## src/rtl/call_panel.sv

```systemverilog
// Floor-call panel: synchronizes button presses into pending calls and offers
// each call once to the elevator controller over a valid/ready handshake.
module call_panel #(
   parameter int NUM_FLOORS = 8,
   parameter int FLOOR_W    = 4
) (
   input  logic                  clk,
   input  logic                  rst,
   input  logic [NUM_FLOORS-1:0] btn,
   input  logic [FLOOR_W-1:0]    cur_floor,
   input  logic                  arrive,
   output logic [FLOOR_W-1:0]    req_floor,
   output logic                  req_valid,
   input  logic                  req_ready,
   output logic [NUM_FLOORS-1:0] pending,
   output logic                  busy
);

   typedef enum logic [1:0] {IDLE, SELECT, OFFER} state_t;

   state_t                r_state;
   state_t                w_state_nxt;
   logic [NUM_FLOORS-1:0] r_btn_s1, r_btn_s2, r_btn_p;
   logic [NUM_FLOORS-1:0] r_pending, r_sent;
   logic [FLOOR_W-1:0]    r_ptr, r_req_floor;
   logic                  r_req_valid;

   logic [NUM_FLOORS-1:0] w_rise, w_clr, w_hs_mask, w_cand;
   logic [NUM_FLOORS-1:0] w_pend_nxt, w_sent_nxt;
   logic                  w_hs, w_found, w_valid_nxt;
   logic [FLOOR_W-1:0]    w_pick, w_floor_nxt, w_ptr_nxt;

   assign w_rise = r_btn_s2 & ~r_btn_p;
   assign w_hs   = (r_state == OFFER) && r_req_valid && req_ready;

   // Out-of-range cur_floor matches no bit, so such an arrive is ignored.
   always_comb begin
      w_clr     = '0;
      w_hs_mask = '0;
      for (int f = 0; f < NUM_FLOORS; f++) begin
         w_clr[f]     = arrive && (cur_floor == FLOOR_W'(f));
         w_hs_mask[f] = w_hs && (r_req_floor == FLOOR_W'(f));
      end
   end

   assign w_pend_nxt = (r_pending | w_rise) & ~w_clr;
   assign w_sent_nxt = (r_sent | (w_hs_mask & w_pend_nxt)) & ~w_clr;
   assign w_cand     = r_pending & ~r_sent & ~w_clr;

   // Round-robin pick: rotate candidates so ptr sits at bit 0, take lowest set bit.
   always_comb begin : pick_blk
      logic [2*NUM_FLOORS-1:0] v_dbl;
      logic [NUM_FLOORS-1:0]   v_rot;
      logic [FLOOR_W:0]        v_sum;
      v_dbl   = {w_cand, w_cand} >> r_ptr;
      v_rot   = v_dbl[NUM_FLOORS-1:0];
      v_sum   = '0;
      w_found = 1'b0;
      w_pick  = '0;
      for (int i = 0; i < NUM_FLOORS; i++) begin
         if (!w_found && v_rot[i]) begin
            w_found = 1'b1;
            v_sum   = {1'b0, r_ptr} + (FLOOR_W+1)'(i);
            if (v_sum >= (FLOOR_W+1)'(NUM_FLOORS)) begin
               v_sum = v_sum - (FLOOR_W+1)'(NUM_FLOORS);
            end
            w_pick = v_sum[FLOOR_W-1:0];
         end
      end
   end

   always_comb begin
      w_state_nxt = r_state;
      w_valid_nxt = r_req_valid;
      w_floor_nxt = r_req_floor;
      w_ptr_nxt   = r_ptr;
      case (r_state)
         IDLE: begin
            if (|(r_pending & ~r_sent)) begin
               w_state_nxt = SELECT;
            end
         end
         SELECT: begin
            if (w_found) begin
               w_floor_nxt = w_pick;
               w_valid_nxt = 1'b1;
               w_state_nxt = OFFER;
            end else begin
               w_valid_nxt = 1'b0;
               w_state_nxt = IDLE;
            end
         end
         OFFER: begin
            if (w_hs) begin
               w_valid_nxt = 1'b0;
               w_ptr_nxt   = (r_req_floor == FLOOR_W'(NUM_FLOORS-1)) ? '0
                                                                     : r_req_floor + FLOOR_W'(1);
               w_state_nxt = IDLE;
            end
         end
         default: begin
            w_state_nxt = IDLE;
            w_valid_nxt = 1'b0;
         end
      endcase
   end

   always_ff @(posedge clk or posedge rst) begin
      if (rst) begin
         r_state     <= IDLE;
         r_btn_s1    <= '0;
         r_btn_s2    <= '0;
         r_btn_p     <= '0;
         r_pending   <= '0;
         r_sent      <= '0;
         r_ptr       <= '0;
         r_req_floor <= '0;
         r_req_valid <= 1'b0;
      end else begin
         r_state     <= w_state_nxt;
         r_btn_s1    <= btn;
         r_btn_s2    <= r_btn_s1;
         r_btn_p     <= r_btn_s2;
         r_pending   <= w_pend_nxt;
         r_sent      <= w_sent_nxt;
         r_ptr       <= w_ptr_nxt;
         r_req_floor <= w_floor_nxt;
         r_req_valid <= w_valid_nxt;
      end
   end

   assign req_floor = r_req_floor;
   assign req_valid = r_req_valid;
   assign pending   = r_pending;
   assign busy      = |r_pending;

endmodule

```

## config.mk

```make
export PLATFORM = sky130hd
export DESIGN_NAME = call_panel
export DESIGN_NICKNAME = d
export VERILOG_FILES = /design/src/rtl/call_panel.sv
export SDC_FILE = /design/constraint.sdc
export NUM_CORES = 1
export LEC_CHECK = 0
export CAP_MARGIN = 40
export CORE_MARGIN = 1.5
export CORE_UTILIZATION = 35
export DETAILED_ROUTE_END_ITERATION = 6
export PLACE_DENSITY_LB_ADDON = 0.05
export SLEW_MARGIN = 30
export SYNTH_ARGS = -nofsm -noshare
export SYNTH_HDL_FRONTEND = slang
export SYNTH_SLANG_ARGS = --single-unit
```

## constraint.sdc

```tcl
create_clock -name clk -period 3.5 [get_ports clk]
set_input_delay 0.525 -clock clk [delete_from_list [all_inputs] [get_ports clk]]
set_output_delay 0.525 -clock clk [all_outputs]
set_load 0.02 [all_outputs]
```

**After elaboration in Yosys (flattened, before gate mapping)**

Index checks and enable logic that the tools add are counted.

- Eq/ne operators: 18
- Magnitude comparators: 8
- Bitwise operators: 12
- Add/sub/neg operators: 16
- Shifts and indexed selects: 1
- Reductions and logical operators: 41
- Muxes and demuxes: 32

Operators with widths:

| kind | number |
|---|---|
| $mux W4 | 17 |
| $and A8 B8 Y8 | 6 |
| $ge A5 B4 Y1 const B | 7 |
| $eq A4 B3 Y1 const B | 8 |
| $sub A4 B4 Y4 const B | 8 |
| $logic_and A1 B1 Y1 | 25 |
| $not A8 Y8 | 3 |
| $add A4 B3 Y5 const B | 4 |
| $eq A4 B2 Y1 const B | 4 |
| $or A8 B8 Y8 | 2 |
| $reduce_or A8 Y1 | 2 |
| $shr A16 B4 Y8 | 1 |
| $add A4 B2 Y5 const B | 2 |
| $mux W1 | 10 |
| $eq A4 B1 Y1 const B | 2 |
| $logic_not A4 Y1 | 2 |
| $reduce_and A2 Y1 | 4 |
| $logic_not A1 Y1 | 7 |
| $mux W2 | 3 |
| $pmux W2 S3 | 1 |
| $add A4 B1 Y5 const B | 1 |
| $add A4 B1 Y4 const B | 1 |
| $ge A4 B4 Y1 const B | 1 |
| $ne A2 B2 Y1 const B | 2 |
| 5 further kinds | 5 |

- Input bits: 16
- Register bits: 51
- Output and inout port bits: 14

**Depth between registers and ports, before layout**

Gate-level depths: netlist (run 1).

- Depth after elaboration: 29
- Depth in mapped cells: 10
- Depth with buffers taken out: 9

**Worst setup path before layout (run 1)**

Ideal clock, no wire load.

- Kind: input -> register
- Start: input port cur_floor[3]
- End: register r_req_floor[3], in the netlist req_floor[3]
- Path slack: 0.760 ns
- Path buffers: 2
- Stages: 10
- Library setup time: 0.130 ns
- Arrival time: 2.609 ns
- Cell sequence: or3b_1 > buf_2 > o211a_1 > nor4_2 > a311o_2 > nand4b_4 > buf_4 > a2111oi_0 > a32o_1 > a21oi_2

- Longest elaborated chain between the ends: 28

Ends and longest elaborated chain:

| element | RTL line | RTL |
|---|---|---|
| start, declared | 10 | `input logic [FLOOR_W-1:0] cur_floor,` |
| $eq A4 B1 Y1, or another cell as far along | 41 | `w_clr[f] = arrive && (cur_floor == FLOOR_W'(f));` |
| $logic_and A1 B1 Y1 | 41 |  |
| $not A8 Y8 (*) | 48 | `assign w_cand = r_pending & ~r_sent & ~w_clr;` |
| $and A8 B8 Y8 (*) | 48 |  |
| $shr A16 B4 Y8 (*) | 55 | `v_dbl = {w_cand, w_cand} >> r_ptr;` |
| $mux W1 | 61 | `if (!w_found && v_rot[i]) begin` |
| $logic_not A1 Y1 | 61 |  |
| $logic_and A1 B1 Y1 | 61 |  |
| (+12 left out) | - |  |
| $mux W1 | 61 |  |
| $logic_not A1 Y1 | 61 |  |
| $logic_and A1 B1 Y1 | 61 |  |
| $mux W1 | 61 |  |
| $logic_not A1 Y1 | 61 |  |
| $logic_and A1 B1 Y1 | 61 |  |
| $mux W1 | 61 |  |
| $reduce_and A2 Y1 (no source line) | - |  |
| end signal, assigned | 127 | `r_req_floor <= w_floor_nxt;` |
| end, declared | 25 | `logic [FLOOR_W-1:0] r_ptr, r_req_floor;` |

Every way passes the cells marked *; elsewhere a longest branch is shown, timed or not.
A chain may end at the register's enable or synchronous reset.

**Worst setup path after layout (run 1)**

- Start: input port cur_floor[2]
- End: register r_req_floor[3], in the netlist req_floor[3]

The elaborated chain is that of the path after synthesis.

==> impl_metrics.py, run 1 <==
metrics = {
    "run_status": {
        "outcome": "complete, no violations",
    },
    "cts": {
        "clk_transition_reported_paths_ps": 90,
        "cts_tree": "built",
        "clkSinkCount": 51,
        "clock_path_buffers": 2,
        "clock_latency_ps": 310,
        "cts_max_level": 2,
        "cts_made_buffers": 5,
        "root_buffer": "clkbuf_8",
    },
    "synthesis": {
        "synthTopCellsByCount": "dfrtp_1, nor2_1, a21oi_1, nand2_1, ha_1",
        "ys.flop_type": "dfrtp_1",
        "synth_area_mm2": 0.003151,
        "yosysTopAreaCellShare_pct": 40.51,
        "avgSynthCellArea_um2": 9.635,
        "yosys-top-cells-area": "dfrtp_1, ha_1, nor2_1",
        "synthCells": 327,
        "syn-num-nets": 358,
        "ys_seq_elements": 51,
        "synth_edf_count": 0,
        "synth_cell_types": 67,
        "yosysMostFrequentCell": "dfrtp_1",
        "async_flop_share_pct": 100.0,
        "synth_warnings": 0,
        "yosysSeqAreaShare_pct": 40.51,
        "synth_top_area_cell": "dfrtp_1",
    },
    "grt": {
        "grt.overflow.total": 0,
        "grt_max_degree": 33,
        "grtUsageTotal_pct": 19.95,
        "first_global_vias": 2874,
        "antenna_found_initial": 0,
        "grt_pass1_wl_um": 15200,
    },
    "drt": {
        "wirelength_um": 9203,
        "detail-route-antenna-nets": 0,
        "drcViolationCount": 0,
        "dr.pass1.iters": 4,
        "vias_per_cell": 5.622,
        "num_vias": 2867,
        "wl_per_cell_um": 18.05,
        "drt_iter0_markers": 180,
    },
    "timing": {
        "maxSlewHeadroom_pct": 55.18,
        "post-route-period-util_pct": 94.94,
        "min_period_ps": 3323,
        "rsz0062_at_grt": "false",
        "fmax_mhz": 300.9,
        "final_max_slew_viol_count": 0,
        "clock_skew_ps": 7.780,
        "hold_violations": 0,
        "worst_pin_slew_ps": 670.9,
        "setup_violations": 0,
    },
    "final_layout": {
        "final-seq-area_mm2": 0.001276,
        "utilization_pct": 45.87,
        "layout.nets": 432,
        "diodes": 0,
        "layout.cells.non_filler": 510,
        "multi_input_area_mm2": 0.001767,
        "drive_above_1_share_pct": 18.91,
        "synthToLayoutAreaGrowth_pct": 26.97,
        "fillers": 835,
    },
    "die": {
        "boundaryPins": 30,
        "die_y_um": 97.88,
        "start_util_pct": 36.13,
        "die_area_mm2": 0.009580,
        "core_mm2": 0.008721,
        "row_count": 34,
        "dieWidth_um": 97.88,
    },
    "placed_design": {
        "gp_congestion": 0.9146,
        "dp_cells": 499,
        "place_hpwl_um": 7215,
        "io_buffers": 29,
    },
    "power": {
        "p_leak_nw": 1.677,
        "worst_ir_drop_vdd_mv": 0.4381,
        "powerDensity_mw_per_mm2": 874.4,
    },
    "critical_path": {
        "cp_cell_sequence": "clkdlybuf4s50_1 > or3b_1 > o21ai_1 > mux4_2 > o221ai_1 > nand4b_4 > or4_1 > o21ai_0 > a21oi_2",
        "cp_top_family": "simple AND/OR/NAND/NOR gates",
        "crit_required_ps": 3680,
        "crit_slowest_cell": "clkdlybuf4s50_1",
        "worst_ep_arrival_time_ps": 3500,
        "critPathMaxFanout": 13,
        "slowest_delay_ps": 560,
        "crit_type": "in -> reg",
        "start_kind": "input port",
        "end_kind": "register",
        "path_buf_inv": 1,
    },
    "hold_path": {
        "min_path_type": "reg -> reg",
    },
    "flow_run": {
        "drv_cap": 0,
    },
}
-- routing by layer --
layer / wire length (um) / GRT usage [%] / vias to the layer above
met2: 4092 / 30.13 / 83
met5: 0 / 0 / -
met1: 4428 / 29.34 / 1381
met3: 539 / 3.937 / 11
met4: 143 / 4.945 / 0
li1: - / - / 1392
-- worst register-to-register path, cell delays in order, from the launching register on --
cell and delay [ps]:
dfrtp_1 530, or3b_2 590, a21oi_2 250, o21ai_0 180, a311o_2 450, buf_4 160, nand4_1 160, nand2_1 90
o32ai_1 340, buf_4 170, o21ai_1 60
-- logic make-up after synthesis --
family          count (synthesis)  share of synthesized area [%]
compound gates                104                          24.46
xor+xnor                        8                          2.224
fa+ha+maj                      15                          5.957
buf+inv                        28                          3.614
flops                          51                          40.51
mux                             4                          2.502
simple gates                  117                          20.73
-- per-stage QoR --
step	worst slack [ps]	power [mW]	hold WS (ps)	cell area [um^2]	setup TNS, ps
floorplan	760.4	2.223	331.2	3151	0
global placement	-217.4	3.174	332.4	3875	-415.0
detailed placement	-148.6	3.119	335.8	3875	-209.3
CTS	150.3	3.497	359.1	3971	0
global route	0.3721	3.774	353.7	4000	0
finish	177.0	3.498	354.1	4000	0
-- cell type report --
| type | count | share of cell area [%] |
|---|---|---|
| Clock buffer | 5 | 1.720 |
| Clock inverter | 3 | 0.6881 |
| Inverter | 16 | 1.501 |
| Multi-Input combinational cell | 248 | 44.17 |
| Sequential cell | 51 | 31.90 |
| Tap cell | 108 | 3.378 |
| Timing Repair Buffer | 79 | 16.64 |
-- final timing paths --
| check | from | end | cells after the start | slack [ps] |
|---|---|---|---|---|
| max reg2reg | r_ptr[0] | req_floor[0] | 10 | 430 |
| max | cur_floor[2] | req_floor[3] | 9 | 180 |
| min | r_btn_s1[3] | r_btn_s2[3] | 0 | 350 |
| max in group asynchronous | rst | r_ptr[3] | 3 | 2220 |
| min in group asynchronous | rst | r_btn_s2[4] | 2 | 520 |
| min reg2reg | r_btn_s1[3] | r_btn_s2[3] | 0 | 350 |
-- flip-flops by register name (all words and copies together), names as in the netlist --
| name | cells |
|---|---|
| pending | 8 |
| r_btn_p | 8 |
| r_btn_s1 | 8 |
| r_btn_s2 | 8 |
| r_ptr | 4 |
| r_sent | 8 |
| r_state | 2 |
| req_floor | 4 |
| req_valid | 1 |
-- cell usage in the layout (no fill, tap or decap), types with 6 or more instances in the layout --
cell,Yosys,routed
dfrtp_1,51,51
buf_4,1,50
nor2_1,32,32
clkdlybuf4s50_1,0,29
a21oi_1,23,23
nand2_1,17,17
ha_1,15,15
inv_1,14,13
o21ai_0,12,12
o211ai_1,11,11
nor3_1,10,10
a31oi_1,10,10
nor2b_1,9,9
nand2b_1,7,7
nor4_1,7,7
xnor2_1,6,6
-- power breakdown --
group / internal, mW / switching (mW) / total, mW
combinational: 1.03 / 1.28 / 2.31
sequential: 0.704 / 0.131 / 0.835
clock: 0.148 / 0.206 / 0.354
-- timing repair --
item,CTS,global route
endpoints found under the setup margin,0,2
buffers inserted,0,3
hold buffers,0,0
gates resized for setup,0,2
(Power assumes the default switching activity.)
==> run 2, diff against run 1 <==
Settings changed: GPL_TIMING_DRIVEN from default to 0.
==> impl_metrics.py, run 2 (same netlist as run 1, synthesis figures left out) <==
metrics = {
    "run_status": {
        "outcome": "complete, no violations",
    },
    "grt": {
        "grt_pass1_wl_um": 14640,
        "grtUsageTotal_pct": 19.28,
        "grt_max_degree": 52,
        "antenna_found_initial": 0,
        "grt.overflow.total": 0,
        "first_global_vias": 2638,
    },
    "final_layout": {
        "final_common_cell": "dfrtp_1",
        "mostFrequentLayoutCells": "dfrtp_1, nor2_1, clkdlybuf4s50_1",
        "utilization_pct": 42.32,
        "final-seq-area_mm2": 0.001276,
        "diodes": 0,
        "multi_input_area_mm2": 0.001783,
        "drive_above_1_share_pct": 9.642,
        "fillers": 878,
        "synthToLayoutAreaGrowth_pct": 17.16,
        "final_area_mm2": 0.003691,
        "layout.nets": 393,
    },
    "drt": {
        "num_vias": 2699,
        "detail-route-antenna-nets": 0,
        "vias_per_cell": 5.730,
        "drcViolationCount": 0,
        "wl_per_cell_um": 18.89,
        "wirelength_um": 8896,
        "drt_iter0_markers": 143,
        "dr.pass1.iters": 4,
    },
    "critical_path": {
        "start_kind": "input port",
        "cp_cell_sequence": "clkdlybuf4s50_1 > or3b_1 > buf_2 > o211a_1 > nor4_2 > a311o_2 > nand4b_4 > buf_4 > a2111oi_1 > a32o_1 > a21oi_2",
        "endpoint": "req_floor[3]",
        "r2r_setup_slack_ps": 370,
        "crit_path_start": "cur_floor[2]",
        "crit_type": "in -> reg",
        "crit_required_ps": 3680,
        "critPathMaxFanout": 10,
        "slowest_delay_ps": 560,
        "r2r_end": "req_floor[3]",
        "end_kind": "register",
        "reg2reg_from": "r_ptr[0]",
        "worst_ep_arrival_time_ps": 3490,
        "reg2regPathDepth": 9,
        "crit_slowest_cell": "clkdlybuf4s50_1",
    },
    "die": {
        "start_util_pct": 36.13,
        "dieWidth_um": 97.88,
        "boundaryPins": 30,
        "core_mm2": 0.008721,
        "die_y_um": 97.88,
        "die_area_mm2": 0.009580,
        "row_count": 34,
    },
    "power": {
        "p_leak_nw": 1.472,
        "powerDensity_mw_per_mm2": 863.1,
        "worst_ir_drop_vdd_mv": 0.3604,
        "power_mw": 3.186,
    },
    "timing": {
        "min_period_ps": 3317,
        "finalSetupTns_ps": 0,
        "timing.hold.ws_ps": 354.8,
        "setup_violations": 0,
        "final_max_slew_viol_count": 0,
        "maxSlewHeadroom_pct": 56.11,
        "clock_skew_ps": 5.536,
        "hold_violations": 0,
        "post-route-period-util_pct": 94.76,
        "fmax_mhz": 301.5,
        "worst_pin_slew_ps": 653.3,
    },
    "placed_design": {
        "io_buffers": 29,
        "place_area_mm2": 0.003578,
        "place_hpwl_um": 6791,
        "gp_congestion": 0.8543,
    },
    "hold_path": {
        "min_path_type": "reg -> reg",
    },
    "cts": {
        "clock_path_buffers": 2,
        "root_buffer": "clkbuf_8",
        "clk_transition_reported_paths_ps": 100,
        "clkSinkCount": 51,
        "cts_max_level": 2,
        "clock_latency_ps": 300,
        "cts_made_buffers": 5,
        "cts_tree": "built",
    },
    "flow_run": {
        "drv_cap": 0,
    },
}
## run 2: area by class of cell
cell class                      count  share of cell area [%]
Timing Repair Buffer               29                   7.864
Multi-Input combinational cell    248                   48.31
Buffer                             11                   1.390
Inverter                           16                   1.695
Clock buffer                        5                   1.864
Sequential cell                    51                   34.58
Clock inverter                      3                  0.6441
Tap cell                          108                   3.661
## run 2: worst min-delay path by stage
| stage | slack (ps) | endpoint | depth (start not counted) | start |
|---|---|---|---|---|
| 3_5_place_dp | 340 | r_btn_s2[4] | 0 | r_btn_s1[4] |
| 3_3_place_gp | 330 | r_btn_s2[5] | 0 | r_btn_s1[5] |
| 4_1_cts | 360 | r_btn_s2[2] | 0 | r_btn_s1[2] |
| 2_1_floorplan | 330 | r_btn_s2[0] | 0 | r_btn_s1[0] |
| 5_1_grt | 370 | r_btn_s2[6] | 0 | r_btn_s1[6] |
| 6_report | 350 | r_btn_s2[2] | 0 | r_btn_s1[2] |
## run 2: timing repair
item | CTS | global route
hold buffers | 0 | 0
buffers inserted | 0 | 0
setup endpoints to repair | 1 | 2
gates resized for setup | 1 | 7
## run 2: per-stage QoR
step | cells | setup slack [ps]
2_1_floorplan | 327 | 760.4
3_3_place_gp | 464 | -388.0
3_5_place_dp | 464 | -355.1
4_1_cts | 472 | 170.4
5_1_grt | 471 | -74.03
6_report | 471 | 183.3
## run 2: critical path, delay by kind of cell
family	cells	cell delay, ps
AOI/OAI and AO/OA	5	1170
and+or+nand+nor	3	850
buffers and inverters	3	950
## run 2: power breakdown
part	internal, mW	switching, mW
clock network	0.145	0.201
registers	0.704	0.136
logic	0.767	1.23
## run 2: routing by layer
layer / up-vias / global-route usage [%] / wire, um
met1: 1322 / 29.02 / 4420
met4: 0 / 3.626 / 41
li1: 1304 / - / -
met3: 4 / 3.006 / 437
met2: 69 / 29.50 / 3997
met5: - / 0 / 0
==> run 3, diff against run 2 <==
Settings changed: PLACE_DENSITY_LB_ADDON 0.05 to 0.3.
==> impl_metrics.py, run 3 (same netlist as run 1, synthesis figures left out) <==
metrics = {
    "run_status": {
        "outcome": "complete, no violations",
    },
    "drt": {
        "drcViolationCount": 0,
        "vias_per_cell": 6.021,
        "num_vias": 2842,
        "detail-route-antenna-nets": 0,
        "drt_iter0_markers": 226,
        "wirelength_um": 8444,
        "dr.pass1.iters": 5,
        "wl_per_cell_um": 17.89,
    },
    "critical_path": {
        "r2r_end": "req_floor[3]",
        "crit_type": "in -> reg",
        "worst_ep_arrival_time_ps": 3570,
        "cp_cell_sequence": "clkdlybuf4s50_1 > nand2b_1 > clkbuf_1 > o21ai_0 > mux4_2 > o221ai_1 > nand4b_4 > buf_4 > nor3_1 > nor4b_1 > a21oi_2",
        "slowest_delay_ps": 520,
        "reg2regPathDepth": 9,
        "start_kind": "input port",
        "crit_slowest_cell": "clkdlybuf4s50_1",
        "r2r_setup_slack_ps": 130,
        "critPathMaxFanout": 10,
        "crit_required_ps": 3690,
        "end_kind": "register",
        "reg2reg_from": "r_ptr[1]",
    },
    "placed_design": {
        "io_buffers": 29,
        "dp_cells": 464,
        "gp_congestion": 0.9230,
        "place_area_mm2": 0.003578,
        "place_hpwl_um": 6204,
    },
    "cts": {
        "cts_hold_buf": 0,
        "clock_latency_ps": 310,
        "clkSinkCount": 51,
        "root_buffer": "clkbuf_8",
        "clock_path_buffers": 2,
        "cts_made_buffers": 5,
        "cts_max_level": 2,
        "clk_transition_reported_paths_ps": 100,
        "cts_tree": "built",
    },
    "timing": {
        "maxSlewHeadroom_pct": 44.05,
        "setup_violations": 0,
        "min_period_ps": 3379,
        "post-route-period-util_pct": 96.55,
        "rsz0062_at_grt": "false",
        "timing.hold.ws_ps": 352.0,
        "hold_violations": 0,
        "final_max_slew_viol_count": 0,
        "clock_skew_ps": 11.32,
        "fmax_mhz": 295.9,
        "worst_pin_slew_ps": 833.6,
    },
    "final_layout": {
        "final_area_mm2": 0.003692,
        "utilization_pct": 42.34,
        "mostFrequentLayoutCells": "dfrtp_1, nor2_1, clkdlybuf4s50_1",
        "diodes": 0,
        "layout.cells.non_filler": 472,
        "drive_above_1_share_pct": 9.341,
        "layout.nets": 394,
        "synthToLayoutAreaGrowth_pct": 17.20,
        "final_common_cell": "dfrtp_1",
    },
    "grt": {
        "grt_max_degree": 52,
        "antenna_found_initial": 0,
        "grt.overflow.total": 0,
        "first_global_vias": 2778,
        "grt_pass1_wl_um": 14060,
        "grtUsageTotal_pct": 18.20,
    },
    "power": {
        "p_leak_nw": 1.476,
        "powerDensity_mw_per_mm2": 860.7,
        "worst_ir_drop_vdd_mv": 0.3428,
    },
    "die": {
        "start_util_pct": 36.13,
        "dieWidth_um": 97.88,
        "row_count": 34,
        "die_area_mm2": 0.009580,
        "core_mm2": 0.008721,
        "die_y_um": 97.88,
        "boundaryPins": 30,
    },
    "hold_path": {
        "min_delay_worst_endpoint": "r_btn_s2[7]",
        "min_path_type": "reg -> reg",
        "worstHoldStart": "r_btn_s1[7]",
        "min_path_cells": 0,
    },
    "flow_run": {
        "drv_cap": 0,
    },
}
## run 3: changes by cell type in the layout (fill, tap and decap cells not counted), sizes merged
cell           delta
clkinv            +1
clkinvlp          -1
clkdlybuf4s15     +1
## run 3: area by class of cell
| class | instances | area [um^2] |
|---|---|---|
| Sequential cell | 51 | 1276 |
| Tap cell | 108 | 135.1 |
| Clock buffer | 5 | 68.82 |
| Fill cell | 832 | 5029 |
| Buffer | 12 | 60.06 |
| Multi-Input combinational cell | 248 | 1780 |
| Timing Repair Buffer | 29 | 290.3 |
| Inverter | 16 | 62.56 |
| Clock inverter | 3 | 18.77 |
## run 3: worst max-delay path: cells and delay by family
kind,cells,cell delay (ps)
AOI/OAI and AO/OA,3,580
buffers and inverters,3,1070
muxes,1,520
and+or+nand+nor,4,870
## run 3: worst max path at each step
stage,startpoint,to,slack (ps),cells past startpoint
after floorplan,cur_floor[3],req_floor[3],760,10
after global placement,cur_floor[2],req_floor[3],-370,9
after detailed placement,cur_floor[2],req_floor[3],-230,9
after CTS,cur_floor[2],req_floor[3],80,9
after global routing,cur_floor[3],req_floor[3],10,10
final,cur_floor[1],req_floor[3],120,11
## run 3: layer usage
metal | routed length, um | vias up | track usage [%]
li1 | - | 1307 | -
met2 | 3850 | 103 | 28.75
met1 | 3839 | 1410 | 24.91
met5 | 0 | - | 0
met4 | 288 | 0 | 7.582
met3 | 465 | 22 | 2.863
## run 3: metrics by stage
step	total power, mW	setup TNS (ps)	setup WS, ps
floorplan	2.223	0	760.4
global placement	2.773	-801.4	-374.5
detailed placement	2.770	-399.0	-227.0
CTS	3.117	0	84.33
global route	3.399	0	14.08
finish	3.178	0	120.7
## run 3: repair_timing
action / 4_1_cts / 5_1_grt
resized for setup: 0 / 7
endpoints found under the setup margin: 0 / 2
setup buffers: 0 / 0
endpoints found under the hold margin: 0 / 0
## run 3: power by group
part / total (mW) / switching (mW) / internal (mW)
registers: 0.835 / 0.132 / 0.704
clock network: 0.334 / 0.193 / 0.141
logic: 2.01 / 1.24 / 0.766
total: 3.18 / 1.57 / 1.61
